===== config.mk =====
export PLATFORM = sky130hd
export DESIGN_NAME = ir_fetch_queue
export DESIGN_NICKNAME = d
export VERILOG_FILES = /design/src/rtl/ir_fetch_queue.sv
export SDC_FILE = /design/constraint.sdc
export NUM_CORES = 1
export LEC_CHECK = 0
export CAP_MARGIN = 20
export CORE_MARGIN = 4
export CORE_UTILIZATION = 35
export CTS_BUF_LIST = sky130_fd_sc_hd__clkbuf_8
export CTS_CLUSTER_SIZE = 28
export DETAILED_ROUTE_END_ITERATION = 8
export SLEW_MARGIN = 30
export SYNTH_ARGS = -nofsm -noshare
export SYNTH_HDL_FRONTEND = slang
export SYNTH_SLANG_ARGS = --single-unit

===== constraint.sdc =====
create_clock -name CLK -period 4.75 [get_ports CLK]
set_clock_uncertainty 0.2 [all_clocks]
set_input_delay 0.95 -clock CLK [delete_from_list [all_inputs] [get_ports CLK]]
set_output_delay 0.95 -clock CLK [all_outputs]
set_load 0.03 [all_outputs]

===== src/rtl/ir_fetch_queue.sv =====
// Instruction register fronted by a small prefetch FIFO. An empty FIFO is
// bypassed so a lone fetched word reaches IR after one edge.
module ir_fetch_queue #(
   parameter int               WIDTH     = 32,
   parameter int               DEPTH     = 4,
   parameter logic [WIDTH-1:0] RESET_VAL = '0
) (
   input  logic                       CLK,
   input  logic                       RST_N,
   input  logic [WIDTH-1:0]           MRD,
   input  logic                       MVALID,
   output logic                       MREADY,
   input  logic                       EN,
   input  logic                       FLUSH,
   output logic [WIDTH-1:0]           IR,
   output logic                       IR_VALID,
   output logic [$clog2(DEPTH):0]     COUNT
);

   localparam int PW = $clog2(DEPTH);
   localparam int CW = PW + 1;

   logic [WIDTH-1:0] mem [DEPTH];

   logic [PW-1:0]    rd_ptr_reg, rd_ptr_next;
   logic [PW-1:0]    wr_ptr_reg, wr_ptr_next;
   logic [CW-1:0]    count_reg, count_next;
   logic [WIDTH-1:0] ir_reg, ir_next;
   logic             ir_valid_reg, ir_valid_next;
   logic             push, ld, mem_we;

   // Full blocks pushes outright, even when a pop frees a slot this cycle.
   assign MREADY = (count_reg < CW'(DEPTH));
   assign push   = MVALID & MREADY;
   assign ld     = EN | ~ir_valid_reg;

   always_comb begin
      rd_ptr_next   = rd_ptr_reg;
      wr_ptr_next   = wr_ptr_reg;
      count_next    = count_reg;
      ir_next       = ir_reg;
      ir_valid_next = ir_valid_reg;
      mem_we        = 1'b0;
      if (FLUSH) begin
         rd_ptr_next   = '0;
         wr_ptr_next   = '0;
         count_next    = '0;
         ir_valid_next = 1'b0;
      end else if (ld) begin
         if (count_reg != '0) begin
            ir_next       = mem[rd_ptr_reg];
            ir_valid_next = 1'b1;
            rd_ptr_next   = rd_ptr_reg + PW'(1);
            if (push) begin
               mem_we      = 1'b1;
               wr_ptr_next = wr_ptr_reg + PW'(1);
            end else begin
               count_next  = count_reg - CW'(1);
            end
         end else if (push) begin
            // Bypass: the FIFO is empty so the word goes straight to IR.
            ir_next       = MRD;
            ir_valid_next = 1'b1;
         end else begin
            ir_valid_next = 1'b0;
         end
      end else if (push) begin
         mem_we      = 1'b1;
         wr_ptr_next = wr_ptr_reg + PW'(1);
         count_next  = count_reg + CW'(1);
      end
   end

   always_ff @(posedge CLK) begin
      if (mem_we) mem[wr_ptr_reg] <= MRD;
   end

   always_ff @(posedge CLK or negedge RST_N) begin
      if (!RST_N) begin
         rd_ptr_reg   <= '0;
         wr_ptr_reg   <= '0;
         count_reg    <= '0;
         ir_reg       <= RESET_VAL;
         ir_valid_reg <= 1'b0;
      end else begin
         rd_ptr_reg   <= rd_ptr_next;
         wr_ptr_reg   <= wr_ptr_next;
         count_reg    <= count_next;
         ir_reg       <= ir_next;
         ir_valid_reg <= ir_valid_next;
      end
   end

   assign IR       = ir_reg;
   assign IR_VALID = ir_valid_reg;
   assign COUNT    = count_reg;

endmodule


# Word level (Yosys, flattened, before mapping)
# Memory sizes are Yosys's and may differ from the RTL's.
# Index checks and enable logic that the tools add are counted.
[word_totals] regBits=40 ram_bits=128 output_inout_bits=37 mem_count=1
[mem_list] name="mem" depth=4 word_bits=32 read_ports=1 rd_clocked_by_memory_dff=0 wr=1 line="23" source="logic [WIDTH-1:0] mem [DEPTH];"
[op_classes] add_sub_neg=4 magnitude_cmp=1 n_eq_ne=2 mux=23 bitwise=4 reduce_logical=8
[ops] op="$mux 32" n=2
[ops] op="$mux 3" n=5
[ops] op="$mux 2" n=7
[ops] op="$mux 1" n=9
[ops] op="$reduce_and 3->1" n=2
[ops] op="$reduce_bool 2->1" n=3
[ops] op="$reduce_bool 3->1" n=2
[ops] op="$add 2x1->2 const B" n=2
[ops] op="$add 3x1->3 const B" n=1
[ops] op="$lt 3x3->1 const B" n=1
[ops] op="$ne 3x2->1 const B" n=1
[ops] op="$ne 3x3->1 const B" n=1
[ops] op="$sub 3x1->3 const B" n=1
[ops] op="$not 1->1" n=2
[ops] op="$reduce_and 2->1" n=1
[ops] op="$and 1x1->1" n=1
[ops] op="$or 1x1->1" n=1

# Depth between registers and ports, before layout
[depth] ltp_word=8 depth_mapped=7 depth_no_buf=6

# Worst setup path after synthesis
# OpenSTA, ideal clock, no wires.
[synth_timing] kind="input to register" startpoint="input EN" endpoint="memory mem[0][0] (enable)" t_arrival_ps=2470 required_ps=4158 slack_ps=1688 cell_stages=4 n_path_buf=0 path_cell_list="nand2b_1 -> a21oi_1 -> nor2b_1 -> and2_1"
[synth_via] elab_chain_cells=5
[synth_lines] element="from (decl)" line="13" source="input logic EN,"
[synth_lines] element="$or 1x1->1" line="35" source="assign ld = EN | ~ir_valid_reg;"
[synth_lines] element="$mux 1" line="49" source="end else if (ld) begin"
[synth_lines] element="$mux 1" line="44" source="if (FLUSH) begin"
[synth_lines] element="$mux 1" line="75" source="if (mem_we) mem[wr_ptr_reg] <= MRD;"
[synth_lines] element="$mux 1 (implied by the code)" line="75"
[synth_lines] element="to (decl)" line="23"
# No other way between the ends.

# Final worst setup path
[layout_timing] startpoint="input EN" endpoint="memory mem[2][22] (enable)"
# Same word-level chain as after synthesis.

==> results.md <==
- Setup ws final: 1.57 ns
- CTS H-Tree Depth: 4
- Util after Layout: 0.429
- Max-Cap Viols: 0
- Setup TNS: 0 ns
- Most common library cells after synthesis: 128 x edfxtp_1, 40 x dfrtp_1, 35 x inv_1
- Die area: 21,800 sq um
- Synth unique cells: 38
- Leak pwr: 2.78 nW
- Flops & latches, synth: 168
- Flop pwr share: 0.470
- Global-route wire length before repair: 20,400 um
- Post-route DRC: 0
- EDFF count, synth: 128
- Placed Cells: 687
- Worst path arrival time: 3.04 ns
- Rows: 50
- Sw Ratio: 0.297
- R2r setup slk: 2.15 ns
- Fin cells: 718
- Sequential share of the synthesized area: 0.710
- # setup viols final: 0
- Hold Crit Class: input port to async pin
- Clock share of power: 0.259
- Port-buffer cells: 73
- Post-DP Area: 7720 sq um
- Share of cells above drive strength 1: 0.234
- Status: finished, final reports clean
- Worst setup SP type: input port
- Die H: 148 um
- Total global-route track usage: 0.124
- Tmin final: 3.18 ns
- Die X: 148 um
- Final net count: 488
- Critical Path Source: EN
- Top FF cell, synth: edfxtp_1
- Design area: 8130 sq um
- Largest net degree at the start of global routing: 41
- CTS tree: built
- Yosys warns: 0
- Max reg flops: 128
- Setup WS pre-CTS: 1.09 ns
- Crit Reg-Reg Endpoint: mem[2][22]
- Crit path required time: 4.61 ns
- Crit. End Element: flop
- Clock slew at reported path FFs: 0.08 ns
- Fin. max-slew vios: 0
- Post-CTS Setup Bufs: 0
- # IOs: 74
- Num Clock Sinks: 168
- Post-synth ARST share: 0.238
- Post-DP HPWL: 7590 um
- IR drop worst, VDD: 0.000167 V
- Vias post-DR: 3,371
- Critical path fanouts, max: 32
- Least-Margin Pin Slew: 0.894 ns
- FF-to-FF Start: COUNT[2]
- Area delta synth->final: 19.3%
- Peak Freq: 315 MHz
- # diodes: 0
- Synth Cell Area: 6820 sq um
- Combinational Power Share: 0.270
- GRT overflow: 0
- Crit path capture: mem[2][22]
- Core Box Area: 19,000 sq um
- Final period utilization: 0.669
- CTS Buf Count: 17
- Resize count post-CTS: 0
- Initial core utilization: 0.360
- Vias in the first global route: 3,631
- Count leader, synth: edfxtp_1
- Final hold violation count: 0
- Worst-case clock buffer depth: 2
- Later-pin clock latency in the skew report: 0.44 ns
- Antenna-violating nets left: 0
- Vias per std cell: 4.69
- Share of the synthesized area in the top cell type: 0.564
- Switching pwr: 0.00118 W
- TritonRoute pass-1 iters: 4
- DRT Wirelength: 12,700 um
- Cell Pwr Density: 488 nW/um^2
- Yosys top cell by area: edfxtp_1
- Syn avg cell area: 18.2 sq um
- Unrepaired setup endpoints after global routing: false
- Post-synth net total: 417
- GP Congestion: 0.760
- DRT iter0 DRCs: 245
- Cts hold-fix bufs: 0
- Biggest register: mem
- Antenna violations before repair: 0
- Post-Syn Instances: 375
- Cells on worst reg2reg path: 4
- Top post-synthesis cells by area: edfxtp_1 56%, dfrtp_1 15%, mux4_2 11%, a22oi_2 5.5%, o21ai_1 2.2%
- Power Internal: 0.00279 W
- Root buf cell: clkbuf_8
- WL per Instance: 17.7 um
- CP Class: input port to flop
- Slew margin rel.: 0.404
power by group through the flow:
stage | combinational [W] | clock, W | sequential, W
after detailed placement | 0.00110 | 0 | 0.00190
final | 0.00107 | 0.00103 | 0.00187
after floorplan | 0.000481 | 0 | 0.00211
after global placement | 0.00109 | 0 | 0.00190
after CTS | 0.00110 | 0.00105 | 0.00187
after global routing | 0.00116 | 0.00112 | 0.00189
routing by layer:
layer  part of all wire  global-route usage
met4              0.014              0.0419
met3              0.041              0.0356
met2               0.49               0.196
met1               0.46               0.165
met5                  0                   0
worst min-delay path by stage:
stage,cells after the start,endpoint,slack [ns]
2_1_floorplan,2,wr_ptr_reg[1],0.34
3_3_place_gp,2,IR[19],0.29
3_5_place_dp,2,IR[17],0.30
4_1_cts,1,COUNT[0],0.30
5_1_grt,1,IR[4],0.32
6_report,1,COUNT[2],0.30
per-stage QoR:
stage / hold slack (ns) / power (W)
3_5_place_dp: 0.298 / 0.00300
5_1_grt: 0.322 / 0.00418
3_3_place_gp: 0.293 / 0.00298
2_1_floorplan: 0.338 / 0.00259
4_1_cts: 0.299 / 0.00402
6_report: 0.302 / 0.00397
final cells by class:
class                           count  area [sq um]
Fill cell                        1672         10800
Sequential cell                   168          4850
Multi-Input combinational cell    149          1680
Timing Repair Buffer               75           743
Tap cell                          260           325
Clock buffer                       20           275
Inverter                           35           131
Clock inverter                     11           130
worst max-delay path: stages:
cell	delay [ns]
clkdlybuf4s50_1	0.47
nand2b_1	0.27
a21oi_1	0.32
nor2b_1	0.25
and2_2	0.78
cells by family after synthesis:
family | after synthesis | share of synthesized area
buffers and inverters | 58 | 0.0446
flip-flops | 168 | 0.710
multiplexers | 34 | 0.109
adder cells (fa/ha/maj) | 5 | 0.00917
XOR/XNOR | 5 | 0.00642
AO/OA/AOI/OAI | 74 | 0.0899
AND/OR/NAND/NOR | 31 | 0.0310
layout by cell type, fill, tap and decap left out, drive strengths merged, types with 2 or more instances in the layout:
| master | n |
|---|---|
| dfrtp | 40 |
| and2 | 4 |
| clkinv | 4 |
| inv | 37 |
| clkbuf | 20 |
| buf | 3 |
| edfxtp | 128 |
| clkinvlp | 2 |
| xor2 | 2 |
| mux2i | 2 |
| nor2b | 2 |
| a22oi | 32 |
| mux4 | 32 |
| nor2 | 8 |
| nor4b | 2 |
| ha | 5 |
| nand2b | 2 |
| clkdlybuf4s50 | 72 |
| or3 | 2 |
| nor3b | 2 |
| nand3 | 3 |
| o21ai | 34 |
| nand2 | 3 |
| a21oi | 4 |
| bufinv | 3 |
| xnor2 | 3 |
Note: power is estimated with default switching activity, not from simulation.
==> edit (same flow settings) <==
`DEPTH`: 4 -> 8.
--- a/src/rtl/ir_fetch_queue.sv
+++ b/src/rtl/ir_fetch_queue.sv
@@ -2,7 +2,7 @@
 // bypassed so a lone fetched word reaches IR after one edge.
 module ir_fetch_queue #(
    parameter int               WIDTH     = 32,
-   parameter int               DEPTH     = 4,
+   parameter int               DEPTH     = 8,
    parameter logic [WIDTH-1:0] RESET_VAL = '0
 ) (
    input  logic                       CLK,
Interface: changed (resized COUNT); port bits go from 74 to 75. The function was not compared with the original's and may differ.
==> edit against the original RTL <==
Routed wire length up 87%; combinational power up 100%; critical endpoint is now mem[0][30]; clock power up 100%; count of clock-buffer cells in the layout up 31; highest routed layer is now met5; synthesized area up 72%; setup slack worse by 0.24 ns; global-route usage up 0.81 points; final area up 72%; worst hold slack worse by 0.028 ns; sequential share of layout area up 3.1 points; utilization down 0.24 points; total power up 91%; largest power group unchanged; sequential cell count up 131.
==> edit: results <==
run_status:
  status: "completed"
global_route:
  grt_pass1_vias: 6375
  grt_antenna_before_repair: 2
layout:
  largest_reg_flops: 256
  multi_input_area_sq_um: 2830
  nets: 742
  fillers: 2908
  seq_area_sq_um: 8770
  clockNetworkAreaShare_pct: 6.51
  final_area_sq_um: 14000
  inverters: 3
  n_clock_buffer: 51
  multi_input_gates: 255
clock_tree:
  clk_pin_slew_ns: 0.06
  cts_buffer_depth: 3
  htreeDepth: 2
detailed_routing:
  drtIter0Drc: 307
  route.vias.total: 5915
  viasPerCell: 5.00
logic_synthesis:
  syn_nets: 633
  avgSynthCellArea_sq_um: 19.8
  synth_edf_count: 256
  yosysSeqAreaShare_pct: 74.7
  synth_common_cells: "edfxtp_1, mux4_2, nor2_1, dfrtp_1, mux2i_1"
  async_reset_ff_share_pct: 14.4
place:
  place_ws_ns: 0.794
  place.port_buffers: 74
  place_area_sq_um: 13100
  place.detailed.hpwl_mm: 13.9
worst_setup_path:
  r2r_cells: 5
  critPathCapture: "mem[0][30]"
power:
  peakVddDrop_v: 0.000287
  leakagePower_uw: 0.00469
sta:
  fmax_mhz: 293
## edit: cell count changes after synthesis, sizes merged, moves of 8 or more
cell / change
a211oi: +32
a21o: +31
a22oi: -32
clkbuf: +8
edfxtp: +128
inv: -32
mux2i: +32
mux4: +32
nor2: +38
o21ai: -31
## edit: cell families (layout without fill, tap and decap cells)
kind of cell | Yosys count | in the layout | synth area share [%]
mux | 98 | 98 | 15.2
buf+inv | 38 | 187 | 1.71
simple gates | 71 | 71 | 2.69
compound gates | 77 | 77 | 4.97
xor+xnor | 5 | 5 | 0.373
fa+ha+maj | 4 | 4 | 0.426
flops | 299 | 299 | 74.7
## edit: where the power goes
part	leakage, uW	total (uW)	internal [uW]	switching, uW
logic	0.00131	2170	998	1180
registers	0.00284	3340	3110	236
clock network	0.000535	2060	1060	996
total	0.00469	7580	5170	2410
## edit: routing by layer
metal | wire length, um | vias up | part of all wire, % | global-route usage (%)
li1 | - | 2643 | - | -
met1 | 10300 | 3073 | 44 | 17.4
met2 | 11800 | 146 | 50 | 22.3
met3 | 1130 | 49 | 4.8 | 2.72
met4 | 428 | 4 | 1.8 | 3.65
met5 | 33 | - | 0.14 | 0
## edit: how the worst min path moves through the flow
stage / start / endpoint / slack, ns / cells after the start
floorplan: wr_ptr_reg[0] / wr_ptr_reg[0] / 0.35 / 2
global placement: IR[15] / IR[15] / 0.26 / 1
detailed placement: IR[5] / IR[5] / 0.27 / 1
CTS: IR[20] / IR[20] / 0.28 / 1
global route: IR[21] / IR[21] / 0.29 / 1
finish: IR[20] / IR[20] / 0.27 / 1
## edit: worst max-delay path, cell delays in order
cell	delay [ns]
clkdlybuf4s50_1	0.58
nor2b_1	0.38
o21ai_0	0.30
or3_1	0.55
nor3_2	0.16
buf_4	0.46
